==> src/rtl/ascon_masker_if.sv <==
// Stream bundle for ascon_masker: unmasked words + randomness in, a shared
// 320-bit state out, plus a debug view of the fill FSM.
interface ascon_masker_if #(
    parameter int D        = 2,
    parameter int RND_BITS = (D - 1) * 64
);
    // Handshakes: a transfer happens on a rising edge where valid and ready are
    // both high. Valid never depends on ready; ready may depend on the partner
    // valid (data and randomness are only ever consumed together).
    logic                flush_i;
    logic [63:0]         data_i;
    logic                data_valid_i;
    logic                data_ready_o;
    logic [RND_BITS-1:0] rnd_i;
    logic                rnd_valid_i;
    logic                rnd_ready_o;
    logic [D*64-1:0]     x0_o;
    logic [D*64-1:0]     x1_o;
    logic [D*64-1:0]     x2_o;
    logic [D*64-1:0]     x3_o;
    logic [D*64-1:0]     x4_o;
    logic                state_valid_o;
    logic                state_ready_i;
    logic                busy_o;
    logic                dbg_full;
    logic [2:0]          dbg_idx;

    modport slave (
        input  flush_i, data_i, data_valid_i, rnd_i, rnd_valid_i, state_ready_i,
        output data_ready_o, rnd_ready_o, x0_o, x1_o, x2_o, x3_o, x4_o,
        output state_valid_o, busy_o, dbg_full, dbg_idx
    );

    modport master (
        output flush_i, data_i, data_valid_i, rnd_i, rnd_valid_i, state_ready_i,
        input  data_ready_o, rnd_ready_o, x0_o, x1_o, x2_o, x3_o, x4_o,
        input  state_valid_o, busy_o, dbg_full, dbg_idx
    );
endinterface

==> src/rtl/ascon_masker.sv <==
// Boolean masking encoder: splits five unmasked 64-bit words into D shares each
// and presents the complete shared Ascon state to the masked permutation.
module ascon_masker #(
    parameter int D        = 2,
    parameter int RND_BITS = (D - 1) * 64
) (
    input  logic           clk,
    input  logic           rst,
    ascon_masker_if.slave  bus
);
    typedef enum logic {
        FILL = 1'b0,
        FULL = 1'b1
    } state_t;

    state_t          state;
    logic [2:0]      idx;
    logic [D*64-1:0] x_q [5];
    logic [63:0]     rnd_sum;
    logic [D*64-1:0] shares;
    logic            in_fill;
    logic            accept;

    assign in_fill = (state == FILL);

    // flush wins over a coincident word, so nothing is consumed that cycle.
    assign bus.data_ready_o = in_fill & ~bus.flush_i & bus.rnd_valid_i;
    assign bus.rnd_ready_o  = in_fill & ~bus.flush_i & bus.data_valid_i;
    assign accept           = in_fill & ~bus.flush_i & bus.data_valid_i & bus.rnd_valid_i;

    always_comb begin
        rnd_sum = '0;
        for (int k = 0; k < D - 1; k++) begin
            rnd_sum = rnd_sum ^ bus.rnd_i[64*k +: 64];
        end
        shares = {bus.rnd_i[(D-1)*64-1:0], bus.data_i ^ rnd_sum};
    end

    always_ff @(posedge clk) begin
        if (rst) begin
            state <= FILL;
            idx   <= 3'd0;
            for (int i = 0; i < 5; i++) x_q[i] <= '0;
        end else begin
            case (state)
                FILL: begin
                    if (bus.flush_i) begin
                        idx <= 3'd0;
                        for (int i = 0; i < 5; i++) x_q[i] <= '0;
                    end else if (accept) begin
                        for (int i = 0; i < 5; i++) begin
                            if (idx == 3'(i)) x_q[i] <= shares;
                        end
                        if (idx == 3'd4) begin
                            idx   <= 3'd0;
                            state <= FULL;
                        end else begin
                            idx <= idx + 3'd1;
                        end
                    end
                end
                FULL: begin
                    // Zeroize on hand-off so no share outlives its transfer.
                    if (bus.state_ready_i) begin
                        state <= FILL;
                        for (int i = 0; i < 5; i++) x_q[i] <= '0;
                    end
                end
                default: state <= FILL;
            endcase
        end
    end

    assign bus.x0_o          = x_q[0];
    assign bus.x1_o          = x_q[1];
    assign bus.x2_o          = x_q[2];
    assign bus.x3_o          = x_q[3];
    assign bus.x4_o          = x_q[4];
    assign bus.state_valid_o = (state == FULL);
    assign bus.busy_o        = (state == FULL) | (idx != 3'd0);
    assign bus.dbg_full      = (state == FULL);
    assign bus.dbg_idx       = idx;
endmodule

==> src/flat_wrapper.sv <==
// flat-port wrapper written by rule: the top's interface ports become plain ports
module ascon_masker_flat 
#(
    parameter int D        = 2,
    parameter int RND_BITS = (D - 1) * 64
)
  (clk, rst, bus_flush_i, bus_data_i, bus_data_valid_i, bus_rnd_i, bus_rnd_valid_i, bus_state_ready_i, bus_data_ready_o, bus_rnd_ready_o, bus_x0_o, bus_x1_o, bus_x2_o, bus_x3_o, bus_x4_o, bus_state_valid_o, bus_busy_o, bus_dbg_full, bus_dbg_idx);
  ascon_masker_if #(.D(D), .RND_BITS(RND_BITS)) bus_i ();
  input  logic clk;
  input  logic rst;
  input wire logic [$bits(bus_i.flush_i)-1:0] bus_flush_i;
  input wire logic [$bits(bus_i.data_i)-1:0] bus_data_i;
  input wire logic [$bits(bus_i.data_valid_i)-1:0] bus_data_valid_i;
  input wire logic [$bits(bus_i.rnd_i)-1:0] bus_rnd_i;
  input wire logic [$bits(bus_i.rnd_valid_i)-1:0] bus_rnd_valid_i;
  input wire logic [$bits(bus_i.state_ready_i)-1:0] bus_state_ready_i;
  output wire logic [$bits(bus_i.data_ready_o)-1:0] bus_data_ready_o;
  output wire logic [$bits(bus_i.rnd_ready_o)-1:0] bus_rnd_ready_o;
  output wire logic [$bits(bus_i.x0_o)-1:0] bus_x0_o;
  output wire logic [$bits(bus_i.x1_o)-1:0] bus_x1_o;
  output wire logic [$bits(bus_i.x2_o)-1:0] bus_x2_o;
  output wire logic [$bits(bus_i.x3_o)-1:0] bus_x3_o;
  output wire logic [$bits(bus_i.x4_o)-1:0] bus_x4_o;
  output wire logic [$bits(bus_i.state_valid_o)-1:0] bus_state_valid_o;
  output wire logic [$bits(bus_i.busy_o)-1:0] bus_busy_o;
  output wire logic [$bits(bus_i.dbg_full)-1:0] bus_dbg_full;
  output wire logic [$bits(bus_i.dbg_idx)-1:0] bus_dbg_idx;
  assign bus_i.flush_i = bus_flush_i;
  assign bus_i.data_i = bus_data_i;
  assign bus_i.data_valid_i = bus_data_valid_i;
  assign bus_i.rnd_i = bus_rnd_i;
  assign bus_i.rnd_valid_i = bus_rnd_valid_i;
  assign bus_i.state_ready_i = bus_state_ready_i;
  assign bus_data_ready_o = bus_i.data_ready_o;
  assign bus_rnd_ready_o = bus_i.rnd_ready_o;
  assign bus_x0_o = bus_i.x0_o;
  assign bus_x1_o = bus_i.x1_o;
  assign bus_x2_o = bus_i.x2_o;
  assign bus_x3_o = bus_i.x3_o;
  assign bus_x4_o = bus_i.x4_o;
  assign bus_state_valid_o = bus_i.state_valid_o;
  assign bus_busy_o = bus_i.busy_o;
  assign bus_dbg_full = bus_i.dbg_full;
  assign bus_dbg_idx = bus_i.dbg_idx;
  ascon_masker #(.D(D), .RND_BITS(RND_BITS)) u_core (.clk(clk), .rst(rst), .bus(bus_i));
endmodule
==> config.mk <==
export PLATFORM = sky130hd
export DESIGN_NAME = ascon_masker_flat
export DESIGN_NICKNAME = d
export VERILOG_FILES = /design/src/rtl/ascon_masker_if.sv /design/src/rtl/ascon_masker.sv /design/src/flat_wrapper.sv
export SDC_FILE = /design/constraint.sdc
export NUM_CORES = 1
export LEC_CHECK = 0
export ABC_AREA = 1
export CAP_MARGIN = 10
export CORE_AREA = 2 2 307 309
export DETAILED_ROUTE_END_ITERATION = 8
export DIE_AREA = 0 0 309 311
export HOLD_SLACK_MARGIN = 0.03
export PLACE_DENSITY = 0.52
export SETUP_SLACK_MARGIN = 0.4
export SYNTH_ARGS = -nofsm -noshare
export SYNTH_HDL_FRONTEND = slang
export SYNTH_SLANG_ARGS = --single-unit
export TNS_END_PERCENT = 20
==> constraint.sdc <==
create_clock -name clk -period 12.7 [get_ports clk]
set_clock_uncertainty 0.1 [all_clocks]
set_input_delay 2.54 -clock clk [delete_from_list [all_inputs] [get_ports clk]]
set_output_delay 2.54 -clock clk [all_outputs]
set_load 0.05 [all_outputs]
# Word-level counts from Yosys, hierarchy flattened
# Memory sizes are Yosys's and may differ from the RTL's.
# Index checks and enable logic that the tools add are counted.
dict set report op_classes {
  n_addsub 1
  eq_ne 4
  n_mux 60
  bitwise_logic 23
  n_reduce_logical 4
}
# op n
set op_table {}
lappend op_table {{$mux W128} 15}
lappend op_table {{$xor A64 B64 Y64} 1}
lappend op_table {{$mux W1} 41}
lappend op_table {{$or A1 B1 Y1} 16}
lappend op_table {{$mux W3} 3}
lappend op_table {{$eq A3 B2 Y1 const B} 2}
lappend op_table {{$and A1 B1 Y1} 4}
lappend op_table {{$add A3 B1 Y3 const B} 1}
lappend op_table {{$eq A3 B1 Y1 const B} 1}
lappend op_table {{$eq A3 B3 Y1 const B} 1}
lappend op_table {{$logic_not A3 Y1} 1}
lappend op_table {{$reduce_bool A3 Y1} 1}
lappend op_table {{$not A1 Y1} 2}
lappend op_table {{$pmux W1 S2} 1}
lappend op_table {{$reduce_and A2 Y1} 1}
lappend op_table {{$reduce_bool A2 Y1} 1}
dict set report totals {
  reg_bits 4
  ramBits 640
  out_inout_bits 648
  wordCells 95
  memories 1
}
# memory depth width read_ports rd_clocked_by_memory_dff write_ports line_no
set mem_list {}
lappend mem_list {u_core.x_q 5 128 5 0 5 ascon_masker.sv:18} ;# logic [D*64-1:0] x_q [5];

# Longest topological paths before layout
dict set report logic_depth {
  word_depth 11
  mapped_depth 8
  depth_no_buf 7
}

# Worst setup path after synthesis
# OpenSTA, ideal clock, no wires.
dict set report synth_path {
  kind {input to register}
  start {input bus_flush_i}
  end {memory u_core.x_q[0][128] (netlist name), enable pin}
  setup_ns 0.648
  arrival_ns 8.819
  required_ns 11.952
  slack_ns 3.133
  cell_stages 3
  n_path_buf 0
  cell_sequence {nor2_4 nand3_4 o211ai_1}
}
# item line_no
set synth_rtl {}
lappend synth_rtl {{from (decl)} flat_wrapper.sv:11} ;# input wire logic [$bits(bus_i.flush_i)-1:0] bus_flush_i;
lappend synth_rtl {{to (decl)} ascon_masker.sv:18}

# Final worst setup path
dict set report layout_path {
  start {input bus_flush_i}
  end {output bus_data_ready_o}
}
dict set report layout_via {
  elab_chain_len 3
}
# item line_no
set layout_rtl {}
lappend layout_rtl {{$not A1 Y1} ascon_masker.sv:27} ;# assign bus.data_ready_o = in_fill & ~bus.flush_i & bus.rnd_valid_i;
lappend layout_rtl {{$and A1 B1 Y1 (2 in a row)} ascon_masker.sv:27}
lappend layout_rtl {{to (decl)} flat_wrapper.sv:17} ;# output wire logic [$bits(bus_i.data_ready_o)-1:0] bus_data_ready_o;
# Every way passes these cells.

==> impl_metrics.ini <==
[status]
outcome = finished clean

[critical_path]
cp_cell_sequence = clkdlybuf4s50_1 > nor2_4 > inv_1 > nor2_1 > clkdlybuf4s50_1
timing.critical_path.buf_inv = 3
cp-start-kind = input port
cp_data_required_time_ns = 10.06
critPathKind = in -> out
rr_endpoint = u_core.x_q[0][538]
endpoint_kind = primary output
reg2reg_slack_ns = 9.15
r2r_cells = 8
slowest_delay_ns = 0.81
path_common_cell = clkdlybuf4s50_1
arrival_ns = 4.17
slowest_stage = clkdlybuf4s50_1
r2r-start = u_core.bus.dbg_idx[0]
crit_fanout = 4
crit_family = buffers and inverters
startpoint = bus_flush_i
cp.depth = 5

[sta]
period_minus_slack_ns = 6.810
tightest_slew_ns = 1.109
slew_headroom_pct = 26.09
slew_violations = 0
period_share_pct = 53.62
rsz0062_at_grt = no
fin_setup_tns_ns = 0
setup_violations = 0
fmax_ghz = 0.1469
hold_viol = 0

[die]
io_pins = 782
num_rows = 112
die-height_um = 311
die_x_um = 309
core_area_mm2 = 0.09277
initial_core_util_pct = 23.48
die_area_mm2 = 0.09610

[synth]
syn_area_mm2 = 0.02179
ys_ff_latch = 644
ys_warn_count = 0
yosys.area.top_type = edfxtp_1
post-synth-top-count-cell = edfxtp_1
yosys-top-cells-area = edfxtp_1, a21oi_2, xnor2_1, inv_1, buf_8
synth-edff-count = 640
syn_area_per_cell_um2 = 22.21
synthTopCellsByCount = edfxtp_1, a21oi_2, inv_1
synth_top_area_share_pct = 88.22
syn_nets = 1120
ys_dominant_reg_cell = edfxtp_1
async_flop_share_pct = 0
synth_cells = 981
ys_seq_area_share_pct = 88.58
synth.distinct_cells = 22

[cells_and_area]
areaGrowthSynthToFinish_pct = 52.54
nets = 1967
final_cell_area_mm2 = 0.03323
multi_input_area_mm2 = 0.001891
n_fill_cell = 8776
layout-drive-gt1-share_pct = 11.90
register_area_mm2 = 0.01930

[pwr]
p_leak_nw = 11.99
power_density_mw_per_mm2 = 161.8
ir_drop_mv = 0.1002

[routing]
via_per_inst = 3.942
antenna_left = 0
num_vias = 12374
drt-total-wl_um = 72480
wl_per_cell_um = 23.09
drt-pass1-iter-count = 4
drt_iter0_drc = 695
drc = 0

[global_route]
first_global_vias = 13191
grt_pass1_wl_um = 100700
grt-ovfl-total = 0
grt_max_degree = 55
antenna_found_initial = 4
grtUsageTotal_pct = 14.58

[clocking]
cts_sinks = 644
clockRootBuffer = clkbuf_16
cts_buffer_depth = 3
cts-resized-gates = 0
cts_buffers = 71
htree_num_levels = 3
cts_setup_buffers = 0
clk_pin_slew_ns = 0.06
tritoncts = built
clk_latency_ns = 0.61
cts_hold_buf = 0

[worst_hold_path]
min-delay-start = u_core.bus.dbg_idx[1]
hold_class = reg -> reg
min_to = u_core.bus.dbg_idx[1]
hold-path-cell-count = 2

[placed_design]
routabilityCongestion = 0.8089
dpl-instance-area_mm2 = 0.03103
port_buffers = 781
dp.final_hpwl_um = 51330

[job]
max-cap-violations = 0
## per-layer routing
metal  vias up  GRT usage (%)  wire length [µm]
li1       5436              -                 -
met1      6272          16.00             26770
met2       553          26.39             38240
met3       113          4.366              5404
met4         0          5.229              2059
met5         -              0                 0
## cell type report
class                      instances  share of cell area, %
sequential                       644                  58.07
clock inverter                    33                 0.8885
clock buffer                      94                  5.730
inverter                          76                 0.8584
antenna                            3                0.02259
timing repair buffer             803                  24.02
multi-input combinational        232                  5.689
tap                             1254                  4.721
## tightest hold or removal path, delay by kind of cell, from the launching register on
kind | cells | cell delay, ns
AOI/OAI and AO/OA | 1 | 0.09
DFF | 1 | 0.34
buffers and inverters | 1 | 0.10
## registers in the layout (all words and copies together) (netlist names)
name,cells
u_core.x_q,640
u_core.bus.dbg_idx,3
u_core.bus.dbg_full,1
## kinds of logic (layout without fill, tap and decap cells)
group | Yosys count | after routing | share of synthesized area (%)
other | 0 | 3 | 0
AO/OA/AOI/OAI | 139 | 139 | 5.048
XOR/XNOR | 64 | 64 | 2.573
adder cells (fa/ha/maj) | 5 | 5 | 0.2872
AND/OR/NAND/NOR | 24 | 24 | 0.5858
flip-flops | 644 | 644 | 88.58
buffers and inverters | 105 | 1006 | 2.923
## stage by stage
| step | util [%] | hold slack (ns) | total power, W | worst slack [ns] | std cells |
|---|---|---|---|---|---|
| floorplan | - | 0.6728 | 0.003108 | 3.133 | 981 |
| global placement | 33.44 | 0.4827 | 0.003479 | 5.886 | 3009 |
| detailed placement | 33.44 | 0.4986 | 0.003476 | 5.898 | 3009 |
| CTS | 35.82 | 0.5067 | 0.005438 | 5.891 | 3136 |
| global route | 35.82 | 0.5661 | 0.005546 | 5.840 | 3139 |
| finish | 35.82 | 0.4891 | 0.005377 | 5.890 | 3139 |
## worst max-delay path by stage
stage                          to  slack [ns]
2_1_floorplan  u_core.x_q[0][128]        3.13
3_3_place_gp      bus_rnd_ready_o        5.89
3_5_place_dp     bus_data_ready_o        5.90
4_1_cts          bus_data_ready_o        5.89
5_1_grt          bus_data_ready_o        5.84
6_report         bus_data_ready_o        5.89
## layout by cell type (no fill, tap or decap), drive strengths merged
master / count
o211ai: 3
o21ai: 4
dfxtp: 4
clkinvlp: 2
ha: 5
edfxtp: 640
diode: 3
xnor2: 64
a21oi: 131
buf: 22
nor4: 1
nand2: 9
nor2: 8
inv: 78
o31ai: 1
clkdlybuf4s50: 781
bufinv: 3
clkinv: 26
nand3: 6
clkbuf: 94
## power breakdown
| part | leakage, nW | total [W] | switching [W] | internal (W) |
|---|---|---|---|---|
| Clock | 1.06 | 0.00195 | 0.000832 | 0.00112 |
| Combinational | 3.78 | 0.000907 | 0.000647 | 0.000261 |
| Sequential | 7.15 | 0.00251 | 0.0000429 | 0.00247 |
Power figures use the tool's default switching activity.
